`src/rtl/mem_req_master.sv`:
```
// Command-queued initiator for a 16x4 chip-select memory: buffers write/read/clear
// commands in a small FIFO, sequences them onto the memory pins and returns read data.
module mem_req_master #(
  parameter int unsigned DW    = 4,
  parameter int unsigned AW    = 4,
  parameter int unsigned DEPTH = 4
) (
  input  logic          clk,
  input  logic          rst,
  input  logic          req_valid,
  output logic          req_ready,
  input  logic [1:0]    req_op,
  input  logic [AW-1:0] req_addr,
  input  logic [DW-1:0] req_wdata,
  output logic          rsp_valid,
  input  logic          rsp_ready,
  output logic [DW-1:0] rsp_data,
  output logic [AW-1:0] rsp_addr,
  output logic          mem_cs,
  output logic          mem_wrt,
  output logic          mem_rd,
  output logic          mem_clr,
  output logic [AW-1:0] mem_addr,
  output logic [DW-1:0] mem_wdata,
  input  logic [DW-1:0] mem_rdata,
  output logic          busy
);

  localparam int unsigned PW = $clog2(DEPTH);
  localparam int unsigned CW = PW + 1;

  localparam logic [1:0] OpNop   = 2'b00;
  localparam logic [1:0] OpWrite = 2'b01;
  localparam logic [1:0] OpRead  = 2'b10;
  localparam logic [1:0] OpClear = 2'b11;

  typedef enum logic [1:0] {StIdle, StIssue, StCapt, StResp} state_e;
  state_e state_q;

  logic [1:0]    fifo_op    [DEPTH];
  logic [AW-1:0] fifo_addr  [DEPTH];
  logic [DW-1:0] fifo_wdata [DEPTH];
  logic [PW-1:0] wr_ptr_q, rd_ptr_q;
  logic [CW-1:0] count_q;

  logic       push, pop, load, empty, head_go;
  logic [1:0] head_op;

  assign empty     = (count_q == '0);
  assign req_ready = (count_q != CW'(DEPTH));
  assign push      = req_valid && req_ready;
  assign head_op   = fifo_op[rd_ptr_q];
  assign head_go   = !empty && (head_op != OpNop);
  assign busy      = !empty || (state_q != StIdle);

  // Idle pops anything (NOPs are dropped); other exits pop only a real command.
  always_comb begin
    pop = 1'b0;
    case (state_q)
      StIdle:  pop = !empty;
      StIssue: pop = !mem_rd && head_go;
      StResp:  pop = rsp_ready && head_go;
      default: pop = 1'b0;
    endcase
  end

  assign load = pop && (head_op != OpNop);

  always_ff @(posedge clk) begin
    if (push) begin
      fifo_op[wr_ptr_q]    <= req_op;
      fifo_addr[wr_ptr_q]  <= req_addr;
      fifo_wdata[wr_ptr_q] <= req_wdata;
    end
  end

  always_ff @(posedge clk or posedge rst) begin
    if (rst) begin
      wr_ptr_q <= '0;
      rd_ptr_q <= '0;
      count_q  <= '0;
    end else begin
      if (push) wr_ptr_q <= wr_ptr_q + PW'(1);
      if (pop)  rd_ptr_q <= rd_ptr_q + PW'(1);
      case ({push, pop})
        2'b10:   count_q <= count_q + CW'(1);
        2'b01:   count_q <= count_q - CW'(1);
        default: count_q <= count_q;
      endcase
    end
  end

  always_ff @(posedge clk or posedge rst) begin
    if (rst) begin
      state_q   <= StIdle;
      mem_cs    <= 1'b0;
      mem_wrt   <= 1'b0;
      mem_rd    <= 1'b0;
      mem_clr   <= 1'b0;
      mem_addr  <= '0;
      mem_wdata <= '0;
      rsp_valid <= 1'b0;
      rsp_data  <= '0;
      rsp_addr  <= '0;
    end else begin
      mem_cs  <= 1'b0;
      mem_wrt <= 1'b0;
      mem_rd  <= 1'b0;
      mem_clr <= 1'b0;
      case (state_q)
        StIdle: begin
          if (load) state_q <= StIssue;
        end
        StIssue: begin
          // mem_rd is only high while a READ is being issued.
          if (mem_rd) state_q <= StCapt;
          else        state_q <= load ? StIssue : StIdle;
        end
        StCapt: begin
          rsp_data  <= mem_rdata;
          rsp_addr  <= mem_addr;
          rsp_valid <= 1'b1;
          state_q   <= StResp;
        end
        StResp: begin
          if (rsp_ready) begin
            rsp_valid <= 1'b0;
            state_q   <= load ? StIssue : StIdle;
          end
        end
        default: state_q <= StIdle;
      endcase
      if (load) begin
        mem_cs <= 1'b1;
        case (head_op)
          OpWrite: begin
            mem_wrt   <= 1'b1;
            mem_addr  <= fifo_addr[rd_ptr_q];
            mem_wdata <= fifo_wdata[rd_ptr_q];
          end
          OpRead: begin
            mem_rd   <= 1'b1;
            mem_addr <= fifo_addr[rd_ptr_q];
          end
          OpClear: mem_clr <= 1'b1;
          default: ;
        endcase
      end
    end
  end

endmodule

```
`config.mk`:
```
export PLATFORM = sky130hd
export DESIGN_NAME = mem_req_master
export DESIGN_NICKNAME = d
export VERILOG_FILES = /design/src/rtl/mem_req_master.sv
export SDC_FILE = /design/constraint.sdc
export NUM_CORES = 1
export LEC_CHECK = 0
export ABC_CLOCK_PERIOD_IN_PS = 6800
export CELL_PAD_IN_SITES_DETAIL_PLACEMENT = 2
export CELL_PAD_IN_SITES_GLOBAL_PLACEMENT = 2
export CORE_UTILIZATION = 43
export DETAILED_ROUTE_END_ITERATION = 12
export PLACE_DENSITY = 0.92
export SLEW_MARGIN = 20
export SYNTH_ARGS = -nofsm -noshare
export SYNTH_HDL_FRONTEND = slang
export SYNTH_SLANG_ARGS = --single-unit
```
`constraint.sdc`:
```
create_clock -name clk -period 6.8 [get_ports clk]
set_input_delay 0.68 -clock clk [delete_from_list [all_inputs] [get_ports clk]]
set_output_delay 0.68 -clock clk [all_outputs]
set_load 0.01 [all_outputs]
```
==> results.tsv, run 1 <==
stage	metric	value	unit
status	status	complete, no violations	
drt	WL/cell	21.7	um
floorplanning	Vert. Die Dim	83.0	um
setup_path	critical path fanouts, max	12	
drt	Avg Vias per Cell	5.26	
yosys	synth warn	0	
yosys	sequential share of the synthesized area	69.3	%
yosys	FFs w/ async S/R, synth	42.9	%
global_routing	vias in the first global route	1771	
place	IO buf count	40	
setup_path	Critical Path RT	7.08	ns
clock_network	# clock sinks	70	
sta	min Tclk post-route	3.89	ns
sta	final setup violation count	0	
sta	Worst Setup Slack, final	2.91	ns
clock_network	Post-CTS Hold Buffers	0	
place	worst slack, placed	2.85	ns
floorplanning	# IOs	41	
yosys	top cell type's share of synthesized area	42.6	%
sta	fraction of the cycle the final worst path needs	57.2	%
sta	Hold Vio Cnt, Final	0	
yosys	syn_nets	181	
job	max_cap viols	0	
power_and_ir_drop	internal power	1.14	mW
power_and_ir_drop	maximum vdd drop	0.205	mV
setup_path	slack of the worst reg-to-reg path	2.91	ns
place	Cells after DPL	267	
clock_network	H-tree depth	3	
setup_path	kind of critical path	reg -> reg	
hold_path	Min-Delay Path Class	reg -> reg	
drt	initial drt markers	24	
floorplanning	Initial Util	44.4	%
drt	via count of the routed design	1489	
drt	Post-DRT Antenna Nets	0	
yosys	prevailing post-synth register cell	edfxtp_1	
place	GP Congestion	0.777	
finish	area delta synth->final	24.2	%
yosys	biggest area consumer among synthesized cells	edfxtp_1	
floorplanning	chip width	83.0	um
yosys	Synth Area per Inst	18.4	um2
clock_network	postcts setup bufs	0	
clock_network	CTS Buf Count	9	
setup_path	crit end category	flip-flop	
clock_network	PostCTS Resize Cnt	0	
global_routing	first-pass GRT wire length	9720	um
power_and_ir_drop	combinational power share	38.9	%
sta	max-slew violation count	0	
drt	Routed WL	6130	um
floorplanning	Core Rows	29	
clock_network	Root Buffer	clkbuf_8	
finish	Ant. Diodes	0	
sta	Worst Tran Pin Value	0.783	ns
place	Detail Placement HPWL	4750	um
global_routing	gr usage total	20.1	%
sta	RSZ-0062 raised after global routing	no	
power_and_ir_drop	Sw Ratio	33.6	%
sta	Setup TNS	0	ns
drt	First-pass DRT Iterations	4	
power_and_ir_drop	P_sw	0.577	mW
floorplanning	Core Area	6350	um2
yosys	post-synthesis instance area	2820	um2
clock_network	Worst-Skew Late Latency	0.36	ns
sta	final clock skew	0.0104	ns
yosys	synthesized flop and latch total	70	
finish	fin cells	283	
clock_network	clock-pin transition on the worst setup and hold timing paths	0.08	ns
power_and_ir_drop	Power Density	491	nW/um2
clock_network	worst-case clock buffer depth	2	
finish	share of layout cells above drive strength 1	23.8	%
sta	Slew HR	47.4	%
place	Cell Area, Placed	3300	um2
setup_path	crit path DAT	4.16	ns
sta	fmax	257	MHz
finish	NumNets Final	229	
global_routing	pin count of the biggest net entering global routing	31	
yosys	Yosys cell types	27	
global_routing	GRT Residual Overflow	0	
power_and_ir_drop	Leakage	1.32	nW
power_and_ir_drop	Sequential Power Share	41.5	%
yosys	ranking of synthesized cells by area	edfxtp_1, dfrtp_1, mux4_2, mux2_2, ha_1	
yosys	Post-synth EDFFs	40	
global_routing	initial antenna violation count	0	
floorplanning	Die Area	6880	um2
power_and_ir_drop	Clock Power Share	19.6	%
drt	DRC Markers	0	
yosys	Syn Inst Count	153	
setup_path	crit start category	flip-flop	
finish	design area	3500	um2
clock_network	CTS tree	done	
metal layers:
layer / up-vias / track usage (%) / wire, um
met1: 756 / 22.0 / 2380
met2: 46 / 35.0 / 3320
met3: 17 / 5.07 / 203
met5: - / 0 / 0
li1: 670 / - / -
met4: 0 / 12.4 / 228
cell usage after synthesis, types with 2 or more instances:
cell / n
mux2_2: 18
edfxtp_1: 40
nor3_1: 2
or3_1: 2
and2_1: 3
nor2_1: 2
mux4_2: 10
nor2b_1: 2
ha_1: 9
nand2_1: 2
dfrtp_1: 30
o21ai_0: 2
nor4b_4: 2
inv_1: 7
xnor2_1: 5
and3_1: 4
buf_2: 2
o21ai_2: 2
sequential cells by signal, indices dropped and copies added, names as in the netlist, 2 cells and up, named ones only:
register	count
mem_addr	4
fifo_addr	16
rsp_data	4
mem_wdata	4
fifo_wdata	16
rd_ptr_q	2
rsp_addr	4
wr_ptr_q	2
fifo_op	8
count_q	3
cell families (layout without fill, tap and decap cells):
kind of cell	count (synthesis)	after routing	synth area share (%)
AND/OR/NAND/NOR	20	20	5.28
buffers and inverters	10	63	1.42
multiplexers	28	28	15.2
flip-flops	70	70	69.3
AO/OA/AOI/OAI	9	9	2.26
adder cells (fa/ha/maj)	10	10	4.71
XOR/XNOR	6	6	1.86
power groups by stage:
stage	Combinational (mW)	Clock [mW]	Sequential (mW)
3_5_place_dp	0.683	0	0.729
5_1_grt	0.724	0.359	0.735
2_1_floorplan	0.418	0	0.695
3_3_place_gp	0.616	0	0.700
4_1_cts	0.688	0.344	0.719
6_report	0.668	0.337	0.712
worst max-delay path, cell delays in order (launching register included):
cell and delay [ns]:
dfrtp_1 0.81, mux4_2 0.64, inv_1 0.11, ha_1 0.38, o21ai_2 0.13, nor2b_1 0.17, o21ai_0 0.41, inv_1 0.09
ha_1 0.23, fa_1 0.39, xnor2_1 0.14, nor2_1 0.13, xor2_1 0.16
through the flow:
stage | hold slack [ns] | utilization (%) | power, mW
5_1_grt | 0.530 | 55.1 | 1.82
3_5_place_dp | 0.503 | 52.0 | 1.41
2_1_floorplan | 0.478 | - | 1.11
4_1_cts | 0.521 | 55.1 | 1.75
6_report | 0.515 | 55.1 | 1.72
3_3_place_gp | 0.464 | 52.0 | 1.32
final timing paths:
| path | from | to | depth (start not counted) |
|---|---|---|---|
| min in group asynchronous | rst | rsp_data[3] | 2 |
| min reg2reg | rsp_data[2] | rsp_data[2] | 1 |
| max | rd_ptr_q[0] | count_q[2] | 12 |
| min | rsp_data[2] | rsp_data[2] | 1 |
| max in group asynchronous | rst | mem_wdata[2] | 2 |
| max reg2reg | rd_ptr_q[0] | count_q[2] | 12 |
placed cells by master, fill, tap and decap left out, types with 3 or more instances in the layout:
master,count
clkdlybuf4s50_1,40
dfrtp_1,30
and2_1,3
edfxtp_1,40
xnor2_1,5
inv_1,6
and3_1,4
mux4_2,10
ha_1,9
clkbuf_8,9
mux2_2,18
final cells by class:
| class | count | area [um2] |
|---|---|---|
| timing repair buffer | 40 | 400 |
| tap | 77 | 96.3 |
| multi-input combinational | 73 | 826 |
| clock inverter | 6 | 71.3 |
| clock buffer | 10 | 128 |
| sequential | 70 | 1950 |
| inverter | 7 | 26.3 |
| fill | 553 | 2850 |
Note: power is estimated with default switching activity, not from simulation.
==> run 2, diff against run 1 <==
--- a/config.mk
+++ b/config.mk
@@ -5,12 +5,12 @@
 export SDC_FILE = /design/constraint.sdc
 export NUM_CORES = 1
 export LEC_CHECK = 0
-export ABC_CLOCK_PERIOD_IN_PS = 6800
+export ABC_CLOCK_PERIOD_IN_PS = 3350
 export CELL_PAD_IN_SITES_DETAIL_PLACEMENT = 2
 export CELL_PAD_IN_SITES_GLOBAL_PLACEMENT = 2
-export CORE_UTILIZATION = 43
+export CORE_UTILIZATION = 36
 export DETAILED_ROUTE_END_ITERATION = 12
-export PLACE_DENSITY = 0.92
+export PLACE_DENSITY = 0.83
 export SLEW_MARGIN = 20
 export SYNTH_ARGS = -nofsm -noshare
 export SYNTH_HDL_FRONTEND = slang
==> constraint.sdc (replaced) <==
create_clock -name clk -period 3.35 [get_ports clk]
set_input_delay 0.335 -clock clk [delete_from_list [all_inputs] [get_ports clk]]
set_output_delay 0.335 -clock clk [all_outputs]
set_load 0.01 [all_outputs]
==> run 2 against run 1 <==
  * Register-to-register slack worse by 2.6 ns
  * Design area increased by 2.5%
  * First-iteration DRC count grew to 3.0 times the previous value
  * Maximum frequency up 28%
  * Utilization down 6.7 points
  * Largest cell class unchanged
==> results.tsv, run 2 (synthesis gave the netlist of run 1 again) <==
stage	metric	value	unit	change
clock_network	clock-pin transition on the worst setup and hold timing paths	0.08	ns	about the same
status	status	complete, no violations		
floorplanning	chip width	90.5	um	+9.1%
place	Detail Placement HPWL	4530	um	-4.7%
sta	Setup TNS	0	ns	unchanged
clock_network	H-tree depth	3		unchanged
drt	DRC Markers	0		unchanged
place	GP Congestion	0.711		-8.5%
power_and_ir_drop	Power Density	1000	nW/um2	+100%
finish	filler cell count in the final layout	680		+23%
floorplanning	Initial Util	38.0	%	-6.3 points
sta	min Tclk post-route	3.05	ns	-0.842 ns
floorplanning	# IOs	41		unchanged
sta	RSZ-0062 raised after global routing	no		
finish	area of the multi-input gates	826	um2	unchanged
clock_network	Root Buffer	clkbuf_8		
global_routing	first-pass GRT wire length	10200	um	+5.0%
setup_path	crit path DAT	3.31	ns	-0.85 ns
floorplanning	Die Area	8180	um2	+19%
drt	Post-DRT Antenna Nets	0		unchanged
setup_path	critical path fanouts, max	5		-7
sta	worst hold slack	0.381	ns	-0.133 ns
power_and_ir_drop	maximum vdd drop	0.413	mV	+100%
drt	WL/cell	19.7	um	-9.1%
place	IO buf count	40		unchanged
floorplanning	Core Rows	31		+6.9%
drt	Avg Vias per Cell	4.88		-7.2%
clock_network	worst-case clock buffer depth	2		unchanged
finish	area delta synth->final	27.4	%	
drt	First-pass DRT Iterations	4		unchanged
sta	max-slew violation count	0		unchanged
finish	Ant. Diodes	0		unchanged
clock_network	# clock sinks	70		unchanged
drt	initial drt markers	72		+200%
finish	sequential cell area	1950	um2	about the same
sta	fraction of the cycle the final worst path needs	90.9	%	+34 points
power_and_ir_drop	Leakage	1.35	nW	+2.8%
global_routing	GRT Residual Overflow	0		unchanged
finish	NumNets Final	234		+2.2%
global_routing	pin count of the biggest net entering global routing	31		unchanged
finish	top flop regs	fifo_addr (16), fifo_wdata (16), fifo_op (8)		
clock_network	CTS tree	done		
setup_path	crit end category	flip-flop		
sta	Worst Tran Pin Value	0.859	ns	+0.0760 ns
place	Cell Area, Placed	3370	um2	+2.0%
finish	design area	3590	um2	+2.5%
sta	final clock skew	0.00905	ns	-0.00136 ns
floorplanning	Vert. Die Dim	90.5	um	+9.1%
floorplanning	Core Area	7410	um2	+17%
job	max_cap viols	0		unchanged
drt	Routed WL	6100	um	-0.44%
finish	commonest non-fill, non-tap cells in the layout	edfxtp_1, clkdlybuf4s50_1, dfrtp_1		
global_routing	initial antenna violation count	0		unchanged
sta	final setup violation count	0		unchanged
sta	Hold Vio Cnt, Final	0		unchanged
finish	share of layout cells above drive strength 1	26.1	%	+2.3 points
setup_path	crit start category	flip-flop		
setup_path	Critical Path RT	3.62	ns	-3.46 ns
global_routing	gr usage total	17.0	%	-3.1 points
sta	Slew HR	42.3	%	-5.1 points
clock_network	CTS Buf Count	9		unchanged
setup_path	kind of critical path	reg -> reg		
global_routing	vias in the first global route	1757		-0.79%
clock_network	Worst-Skew Late Latency	0.34	ns	-0.02 ns
clock_network	Post-CTS Hold Buffers	0		unchanged
hold_path	Min-Delay Path Class	in -> async		
drt	via count of the routed design	1513		+1.6%
power_and_ir_drop	Overall Power	3.59	mW	+110%
sta	fmax	328	MHz	+28%
-- run 2: stage by stage --
stage / worst slack (ns) / instances / util, %
5_1_grt: 0.0562 / 310 / 48.4
3_3_place_gp: 0.402 / 294 / 45.4
2_1_floorplan: 0.0646 / 153 / -
6_report: 0.304 / 310 / 48.4
4_1_cts: 0.124 / 310 / 48.4
3_5_place_dp: 0.237 / 294 / 45.4
-- run 2: worst paths after layout --
| kind | cells after the start | slack [ns] | to | start |
|---|---|---|---|---|
| worst max-delay path | 12 | 0.30 | count_q[2] | rd_ptr_q[0] |
| worst min-delay path | 3 | 0.38 | rsp_valid | rst |
| worst max register to register | 12 | 0.30 | count_q[2] | rd_ptr_q[0] |
| worst min register to register | 1 | 0.48 | rsp_valid | rsp_valid |
| max in group asynchronous | 3 | 2.66 | rd_ptr_q[0] | rst |
| min in group clk | 1 | 0.48 | rsp_valid | rsp_valid |
-- run 2: cell type report --
class,count,share of cell area [%]
multi-input cells,73,23.0
well taps,99,3.45
clock buffers,9,3.45
repair buffers,45,12.2
inverters,7,0.732
clock inverters,7,2.72
flip-flops and latches,70,54.4
-- run 2: report_power, final --
group / leakage, nW / internal [mW] / switching [mW] / total (mW)
sequential: 0.724 / 1.21 / 0.191 / 1.41
combinational: 0.525 / 0.787 / 0.651 / 1.44
clock: 0.106 / 0.421 / 0.326 / 0.747
-- run 2: repair_timing --
action | in CTS | in global routing
setup endpoints to repair | 0 | 1
resized for setup | 0 | 2
setup buffers | 0 | 0
-- run 2: worst max-delay path: stages (launching register included) --
cell     delay, ns
dfrtp_2       0.44
mux4_2        0.57
inv_1         0.11
ha_1          0.26
o21ai_2       0.10
nor2b_1       0.16
o21ai_1       0.20
inv_1         0.07
ha_1          0.22
fa_1          0.40
xnor2_1       0.15
nor2_1        0.14
xor2_1        0.15
-- run 2: layer usage --
layer / vias up / global-route usage, % / wire (um)
met3: 11 / 3.45 / 158
met1: 792 / 20.9 / 2540
met4: 0 / 7.80 / 126
met2: 33 / 28.9 / 3280
met5: - / 0 / 0
li1: 677 / - / -
==> run 3, diff against run 2 <==
--- a/config.mk
+++ b/config.mk
@@ -9,6 +9,7 @@
 export CELL_PAD_IN_SITES_DETAIL_PLACEMENT = 2
 export CELL_PAD_IN_SITES_GLOBAL_PLACEMENT = 2
 export CORE_UTILIZATION = 36
+export CTS_CLUSTER_DIAMETER = 40
 export DETAILED_ROUTE_END_ITERATION = 12
 export PLACE_DENSITY = 0.83
 export SLEW_MARGIN = 20
==> results of run 3 <==
No change in the layout: final DEF, timing and power equal those of run 2.
